[config.mk]
export PLATFORM = sky130hd
export DESIGN_NAME = fxp_add_sat_pipe
export DESIGN_NICKNAME = d
export VERILOG_FILES = /design/src/rtl/fxp_pkg.sv /design/src/rtl/fxp_round_sat.sv /design/src/rtl/fxp_add_sat_pipe.sv
export SDC_FILE = /design/constraint.sdc
export NUM_CORES = 1
export LEC_CHECK = 0
export ABC_AREA = 1
export CAP_MARGIN = 20
export CORE_MARGIN = 3
export CORE_UTILIZATION = 55
export CTS_BUF_LIST = sky130_fd_sc_hd__clkbuf_4 sky130_fd_sc_hd__clkbuf_8
export CTS_CLUSTER_DIAMETER = 60
export DETAILED_ROUTE_END_ITERATION = 10
export HOLD_SLACK_MARGIN = 0.1
export PLACE_DENSITY = 0.86
export SYNTH_ARGS = -nofsm -noshare
export SYNTH_HDL_FRONTEND = slang
export SYNTH_HIERARCHICAL = 1
export SYNTH_SLANG_ARGS = --single-unit
[constraint.sdc]
create_clock -name clk -period 2.35 [get_ports clk]
set_clock_uncertainty 0.05 [all_clocks]
set_input_delay 0.235 -clock clk [delete_from_list [all_inputs] [get_ports clk]]
set_output_delay 0.235 -clock clk [all_outputs]
set_load 0.005 [all_outputs]
[src/rtl/fxp_pkg.sv]
// Shared fixed-point types and range helpers for the fxp_* blocks.
package fxp_pkg;

  typedef enum logic [1:0] {
    RND_TRUNC     = 2'd0,
    RND_HALF_UP   = 2'd1,
    RND_HALF_EVEN = 2'd2
  } rnd_mode_e;

  function automatic int fxp_imax(input int x, input int y);
    return (x > y) ? x : y;
  endfunction

  // Raw bounds, in units of the format's LSB.
  function automatic logic signed [63:0] fxp_max(input int int_b, input int frac_b, input bit sgn);
    if (sgn) return (64'sd1 <<< (int_b + frac_b - 1)) - 64'sd1;
    return (64'sd1 <<< (int_b + frac_b)) - 64'sd1;
  endfunction

  function automatic logic signed [63:0] fxp_min(input int int_b, input int frac_b, input bit sgn);
    if (sgn) return -(64'sd1 <<< (int_b + frac_b - 1));
    return 64'sd0;
  endfunction

endpackage

[src/rtl/fxp_round_sat.sv]
// Combinational rounding + saturation of a two's-complement fixed-point value
// into a signed or unsigned output format.
module fxp_round_sat
  import fxp_pkg::*;
#(
  parameter int IN_INT   = 5,
  parameter int IN_FRAC  = 4,
  parameter int OUT_INT  = 3,
  parameter int OUT_FRAC = 1,
  parameter int SIGNED   = 0
) (
  input  logic signed [IN_INT+IN_FRAC-1:0]   din_i,
  input  logic [1:0]                         mode_i,
  output logic [OUT_INT+OUT_FRAC-1:0]        c_o,
  output logic                               ovf_o,
  output logic                               unf_o
);

  localparam int IN_W  = IN_INT + IN_FRAC;
  localparam int OUT_W = OUT_INT + OUT_FRAC;
  localparam logic signed [63:0] MAXV = fxp_max(OUT_INT, OUT_FRAC, SIGNED != 0);
  localparam logic signed [63:0] MINV = fxp_min(OUT_INT, OUT_FRAC, SIGNED != 0);

  logic signed [63:0] ext;
  logic signed [63:0] rnd;   // rounded value in output-LSB units

  assign ext = {{(64-IN_W){din_i[IN_W-1]}}, din_i};

  if (OUT_FRAC >= IN_FRAC) begin : g_shl
    always_comb rnd = ext <<< (OUT_FRAC - IN_FRAC);
  end else begin : g_rnd
    localparam int D = IN_FRAC - OUT_FRAC;
    logic signed [63:0] kept;
    logic [D-1:0]       drop, rest;
    logic               inc;
    always_comb begin
      kept    = ext >>> D;
      drop    = ext[D-1:0];
      rest    = drop;
      rest[D-1] = 1'b0;
      // A tie is MSB-of-dropped set with everything below it zero.
      case (mode_i)
        RND_HALF_UP:   inc = drop[D-1];
        RND_HALF_EVEN: inc = drop[D-1] & ((rest != '0) | kept[0]);
        default:       inc = 1'b0;
      endcase
      rnd = kept + {63'b0, inc};
    end
  end

  always_comb begin
    ovf_o = rnd > MAXV;
    unf_o = rnd < MINV;
    if (ovf_o)      c_o = MAXV[OUT_W-1:0];
    else if (unf_o) c_o = MINV[OUT_W-1:0];
    else            c_o = rnd[OUT_W-1:0];
  end

endmodule

[src/rtl/fxp_add_sat_pipe.sv]
// Two-stage fixed-point add/sub with rounding, saturation, valid/ready
// flow control and a sticky saturation event counter.
module fxp_add_sat_pipe
  import fxp_pkg::*;
#(
  parameter int A_INT  = 3,
  parameter int A_FRAC = 4,
  parameter int B_INT  = 2,
  parameter int B_FRAC = 3,
  parameter int C_INT  = 3,
  parameter int C_FRAC = 1,
  parameter int SIGNED = 0,
  parameter int CNT_W  = 16
) (
  input  logic                     clk,
  input  logic                     rst_n,
  input  logic                     in_valid,
  output logic                     in_ready,
  input  logic [A_INT+A_FRAC-1:0]  a,
  input  logic [B_INT+B_FRAC-1:0]  b,
  input  logic                     op,
  input  logic [1:0]               rnd_mode,
  output logic                     out_valid,
  input  logic                     out_ready,
  output logic [C_INT+C_FRAC-1:0]  c,
  output logic                     ovf,
  output logic                     unf,
  input  logic                     cnt_clr,
  output logic [CNT_W-1:0]         sat_cnt
);

  localparam int A_W  = A_INT + A_FRAC;
  localparam int B_W  = B_INT + B_FRAC;
  localparam int C_W  = C_INT + C_FRAC;
  localparam int F    = fxp_imax(A_FRAC, B_FRAC);
  // Unsigned always gets the extra bit so a - b can go negative.
  localparam int I1   = fxp_imax(A_INT, B_INT) + ((SIGNED != 0) ? 1 : 2);
  localparam int S_W  = I1 + F;
  localparam bit SGN  = (SIGNED != 0);

  logic [S_W-1:0] a_ext, b_ext, a_al, b_al, sum_d, sum_q;
  logic [1:0]     mode_q;
  logic [2:1]     vld_q;
  logic           s1_ld, s2_ld;
  logic [C_W-1:0] c_q, rs_c;
  logic           ovf_q, unf_q, rs_ovf, rs_unf;
  logic [CNT_W-1:0] cnt_d, cnt_q;

  always_comb begin
    a_ext = {{(S_W-A_W){SGN & a[A_W-1]}}, a};
    b_ext = {{(S_W-B_W){SGN & b[B_W-1]}}, b};
    a_al  = a_ext << (F - A_FRAC);
    b_al  = b_ext << (F - B_FRAC);
    sum_d = op ? (a_al - b_al) : (a_al + b_al);
  end

  assign s2_ld    = ~vld_q[2] | out_ready;
  assign s1_ld    = ~vld_q[1] | s2_ld;
  assign in_ready = s1_ld;

  fxp_round_sat #(
    .IN_INT  (I1),
    .IN_FRAC (F),
    .OUT_INT (C_INT),
    .OUT_FRAC(C_FRAC),
    .SIGNED  (SIGNED)
  ) u_rs (
    .din_i (sum_q),
    .mode_i(mode_q),
    .c_o   (rs_c),
    .ovf_o (rs_ovf),
    .unf_o (rs_unf)
  );

  always_ff @(posedge clk or negedge rst_n) begin
    if (!rst_n) begin
      vld_q  <= '0;
      sum_q  <= '0;
      mode_q <= '0;
      c_q    <= '0;
      ovf_q  <= 1'b0;
      unf_q  <= 1'b0;
    end else begin
      if (s1_ld) begin
        vld_q[1] <= in_valid;
        if (in_valid) begin
          sum_q  <= sum_d;
          mode_q <= rnd_mode;
        end
      end
      if (s2_ld) begin
        vld_q[2] <= vld_q[1];
        if (vld_q[1]) begin
          c_q   <= rs_c;
          ovf_q <= rs_ovf;
          unf_q <= rs_unf;
        end
      end
    end
  end

  always_comb begin
    cnt_d = cnt_q;
    if (cnt_clr)
      cnt_d = '0;
    else if (vld_q[2] & out_ready & (ovf_q | unf_q) & ~(&cnt_q))
      cnt_d = cnt_q + CNT_W'(1);
  end

  always_ff @(posedge clk or negedge rst_n) begin
    if (!rst_n) cnt_q <= '0;
    else        cnt_q <= cnt_d;
  end

  assign out_valid = vld_q[2];
  assign c         = c_q;
  assign ovf       = ovf_q;
  assign unf       = unf_q;
  assign sat_cnt   = cnt_q;

endmodule

Word level (Yosys, flattened, before mapping)
Cells that the tools add are included.
{"block": "totals", "regBits": 35, "word_cells": 38, "out_inout_bits": 24, "inputBits": 20}
{"block": "classes", "add_sub_neg": 4, "bitwise": 11, "n_lt_le_gt_ge": 2, "n_eq_ne": 2, "reduce_logical": 5, "muxes": 6}
{"op": "64-bit by 5-bit greater-than comparator with 1-bit output (second input constant)", "n": 1}
{"op": "64-bit by 1-bit less-than comparator with 1-bit output (second input constant)", "n": 1}
{"op": "16-bit 2-to-1 mux", "n": 2}
{"op": "16-bit by 1-bit adder with 16-bit output (second input constant)", "n": 1}
{"op": "16-bit AND reduction", "n": 1}
{"op": "9-bit 2-to-1 mux", "n": 1}
{"op": "7-bit by 6-bit adder with 8-bit output", "n": 1}
{"op": "4-bit 2-to-1 mux", "n": 2}
{"op": "7-bit by 6-bit subtractor with 8-bit output", "n": 1}
{"op": "6-bit by 2-bit adder with 7-bit output", "n": 1}
{"op": "1-bit AND", "n": 4}
{"op": "1-bit OR", "n": 4}
{"op": "2-bit AND reduction", "n": 2}
{"op": "2-bit nonzero test", "n": 2}
{"op": "1-bit inverter", "n": 3}
{"op": "2-bit by 1-bit equality test with 1-bit output (second input constant)", "n": 1}
{"op": "2-bit equality test (second input constant)", "n": 1}
{"op": "1-bit case mux with 2 select lines", "n": 1}

Logic depth before layout (Yosys ltp)
{"block": "logic_depth", "depth_word": 8, "ltp_mapped": 14, "mapped_depth_nobuf": 14}

Cells and area by module
The synthesis kept the hierarchy.
{"mod": "fxp_add_sat_pipe", "seq_area_each_um2": 875.8, "area_each_um2": 2187.1, "cells_each": 289, "n_inst": 1}
{"mod": "fxp_round_sat", "seq_area_each_um2": 0.0, "area_each_um2": 237.7, "cells_each": 45, "n_inst": 1}

Least setup slack after synthesis
OpenSTA, ideal clock, no wires.
{"block": "synth_timing", "path_type": "register -> register", "start": "reg mode_q[0]", "end": "reg c_q[0] (netlist: c[0])", "path_buffers": 0, "required_time_ps": 2175, "period_less_slack_ps": 1818, "setup_slack_ps": 532, "path_stages_with_launch": 13, "arrival_ps": 1643, "setup_time_ps": 125, "cell_sequence": "dfrtp_1 > inv_1 > ha_1 > a21oi_1 > ha_1 > nand2_2 > inv_1 > nand2_2 > nand3_2 > nand2_2 > inv_2 > nand2_1 > mux2_2"}
{"block": "synth_between", "elab_cells_between_ends": 8, "classes_between": "1 x add/sub; 2 x order compare; 2 x eq/ne; 3 x mux"}
{"element": "from (decl)", "line": "fxp_add_sat_pipe.sv:42", "rtl": "logic [1:0] mode_q;"}
{"element": "from (signal assigned)", "line": "fxp_add_sat_pipe.sv:88", "rtl": "mode_q <= rnd_mode;"}
{"element": "2-bit equality test or 2-bit by 1-bit equality test with 1-bit output (tied branches)", "line": "fxp_round_sat.sv:42", "rtl": "case (mode_i)"}
{"element": "1-bit case mux with 2 select lines (*)", "line": "fxp_round_sat.sv:42"}
{"element": "6-bit by 2-bit adder with 7-bit output (*)", "line": "fxp_round_sat.sv:47", "rtl": "rnd = kept + {63'b0, inc};"}
{"element": "64-bit by 5-bit greater-than comparator with 1-bit output (*)", "line": "fxp_round_sat.sv:52", "rtl": "ovf_o = rnd > MAXV;"}
{"element": "net rs_ovf", "line": "fxp_add_sat_pipe.sv:46", "rtl": "logic ovf_q, unf_q, rs_ovf, rs_unf;"}
{"element": "4-bit 2-to-1 mux (*)", "line": "fxp_round_sat.sv:54", "rtl": "if (ovf_o) c_o = MAXV[OUT_W-1:0];"}
{"element": "net rs_c[0]", "line": "fxp_add_sat_pipe.sv:45", "rtl": "logic [C_W-1:0] c_q, rs_c;"}
{"element": "to (signal assigned)", "line": "fxp_add_sat_pipe.sv:94", "rtl": "c_q <= rs_c;"}
{"element": "to (decl)", "line": "fxp_add_sat_pipe.sv:45"}
Mark *: on every way through the listed nets, which the timed path passes. The rest lies on a longest branch.
A chain may end at the register's enable or synchronous reset.

Worst setup path in the final report
Ends and elaborated chain as after synthesis.

==> summary.txt <==
status: finished, final reports clean
RePlAce Congestion: 0.864
Overflow after GRT: 0
Global Route Usage Sum: 0.211
Die Footprint: 0.00524 mm^2
post-cts resize count: 0
CP Cell Sequence: inv_1 > ha_1 > a21oi_1 > ha_1 > nand2_2 > inv_1 > nand2_2 > nand3_2 > nand2_2 > inv_2 > nand2_1 > mux2_2
port buffer count: 43
fin. max-slew vios: 0
PwrDens: 554 mW/mm^2
Initial Util: 0.589
DPL Wire Length: 4030 um
Mapped Nets: 371
Yosys reg bits: 35
WP depth: 12
Max Cap Violations: 0
Synth Cell Area: 0.00242 mm^2
worst-path fanout max: 4
WHS: 309 ps
Async S/R FF share, synth: 1.00
WL final: 5160 um
Min-Delay Path Class: in2async
layout cells sized above 1: 0.0959
clock-pin slew on the worst setup and hold paths: 70 ps
initial antenna violation count: 0
CP delay by family, top: adder cells
Required @ worst endpoint: 2470 ps
CP Capture Type: register
Setup CP Type: reg2reg
die height: 72.4 um
Leakage: 0.00156 uW
Arr. time, crit path: 2170 ps
M1 WL: 2130 um
Slew @ Worst Pin: 445 ps
fill cell count: 338
fin crit share: 0.870
top_reg_cell synth: dfrtp_1
Tmin final: 2040 ps
ANT cells: 0
peak supply drop: 426 uV
Synth Area per Inst: 7.26 um^2
Post-CTS Hold Fix Bufs: 0
metal2 WL: 2730 um
post-route core utilization: 0.731
R2R cell count: 12
Post-synth EDFFs: 0
Ports: 44
final hold vios: 0
Routed Antenna Nets: 0
register area share after synthesis: 0.361
Max Clk Rate: 489 MHz
largest net degree at the start of global routing: 36
Critical-path top delay cell: dfrtp_1
Max Used Layer: met4
post-synthesis instance total: 334
Post-CTS Setup Inserts: 0
Max Root-Sink Buffers: 2
Final nets: 422
first-pass GRT wire length: 8880 um
Iteration-0 DRC Markers: 99
worst path buffer plus inverter count: 3
final setup fails: 0
# rows: 23
Skew-Pair Late Insertion Delay: 290 ps
area of the multi-input gates: 0.00136 mm^2
Yosys cell types: 27
clk root buf: clkbuf_8
commonest non-fill, non-tap cells in the layout: nand2_1 (119), clkdlybuf4s50_1 (43), inv_1 (36)
area grow syn2layout: 24.0%
register area: 876 um^2
Die X: 72.4 um
Vias per Instance: 5.11
vias in the first global route: 2165
Inserted Clock Buffers: 5
Yosys warning count: 6
CP Launch Type: register
Final Power: 1670 uW
RSZ-0062 raised after global routing: false
H-tree depth: 2
met3 wire length: 239 um
core box area: 0.00412 mm^2
WL/cell: 11.8 um
slew margin rel.: 0.704
CTS tree: built
Vias: 2230
Crit path largest cell delay: 400 ps
Initial DRT Pass Iterations: 4
crit-path most repeated cell: nand2_2
Setup TNS Final: 0 ps
Sink Count: 35
commonest non-fill, non-tap cell in the layout: nand2_1
DR DRC count: 0
metrics by stage:
stage                     worst slack, ps  instances  area [um^2]
after floorplan                       532        334         2420
after global placement                298        428         2920
after detailed placement              207        428         2920
after CTS                             300        436         3010
after global routing                  122        436         3010
final                                 305        436         3010
sequential cells by signal, summed over array words and instances, names as in the netlist:
register	count
vld_q	2
mode_q	2
sat_cnt	16
ovf	1
sum_q	9
c	4
unf	1
layout make-up:
type | count | area share
well taps | 50 | 0.0208
repair buffers | 47 | 0.153
flip-flops and latches | 35 | 0.291
multi-input cells | 255 | 0.453
clock buffers | 6 | 0.0254
clock inverters | 2 | 0.00416
inverters | 41 | 0.0528
kinds of logic after synthesis:
| group | synth area share |
|---|---|
| flops | 0.361 |
| mux | 0.0279 |
| xor+xnor | 0.0506 |
| buf+inv | 0.0774 |
| simple gates | 0.355 |
| compound gates | 0.0341 |
| fa+ha+maj | 0.0939 |
synth_stat cells (2+ instances only):
cell type    n  share of area
a21oi_1      6          0.012
and2_1       3         0.0077
dfrtp_1     35           0.36
fa_1         2          0.017
ha_1        15          0.077
inv_1       36          0.056
inv_2        3         0.0046
mux2_2       6          0.028
nand2_1    119           0.18
nand2_2      8          0.021
nand2_4      2         0.0093
nand3_1     29          0.060
nor2_1      33          0.051
nor2_2       3         0.0077
o21ai_0      9          0.019
xor2_1      14          0.051
power by group:
part | internal, uW | switching [uW] | leakage, uW
combinational | 250 | 232 | 0.00106
sequential | 688 | 65.6 | 0.000456
clock | 219 | 215 | 0.0000446
per-layer routing:
layer,global-route usage,vias to the layer above
li1,-,1132
met1,0.238,1036
met2,0.393,53
met3,0.0429,9
met4,0.0717,0
met5,0,-
final timing paths:
| kind | from | to | slack (ps) |
|---|---|---|---|
| worst max register to register | mode_q[0] | c[0] | 310 |
| worst min register to register | sum_q[0] | sum_q[0] | 430 |
| max in group asynchronous | rst_n | sum_q[8] | 1610 |
| worst min-delay path | rst_n | sat_cnt[2] | 310 |
| worst max-delay path | mode_q[0] | c[0] | 310 |
| min in group clk | sum_q[0] | sum_q[0] | 430 |
No activity file was read; power rests on OpenSTA's default activity.
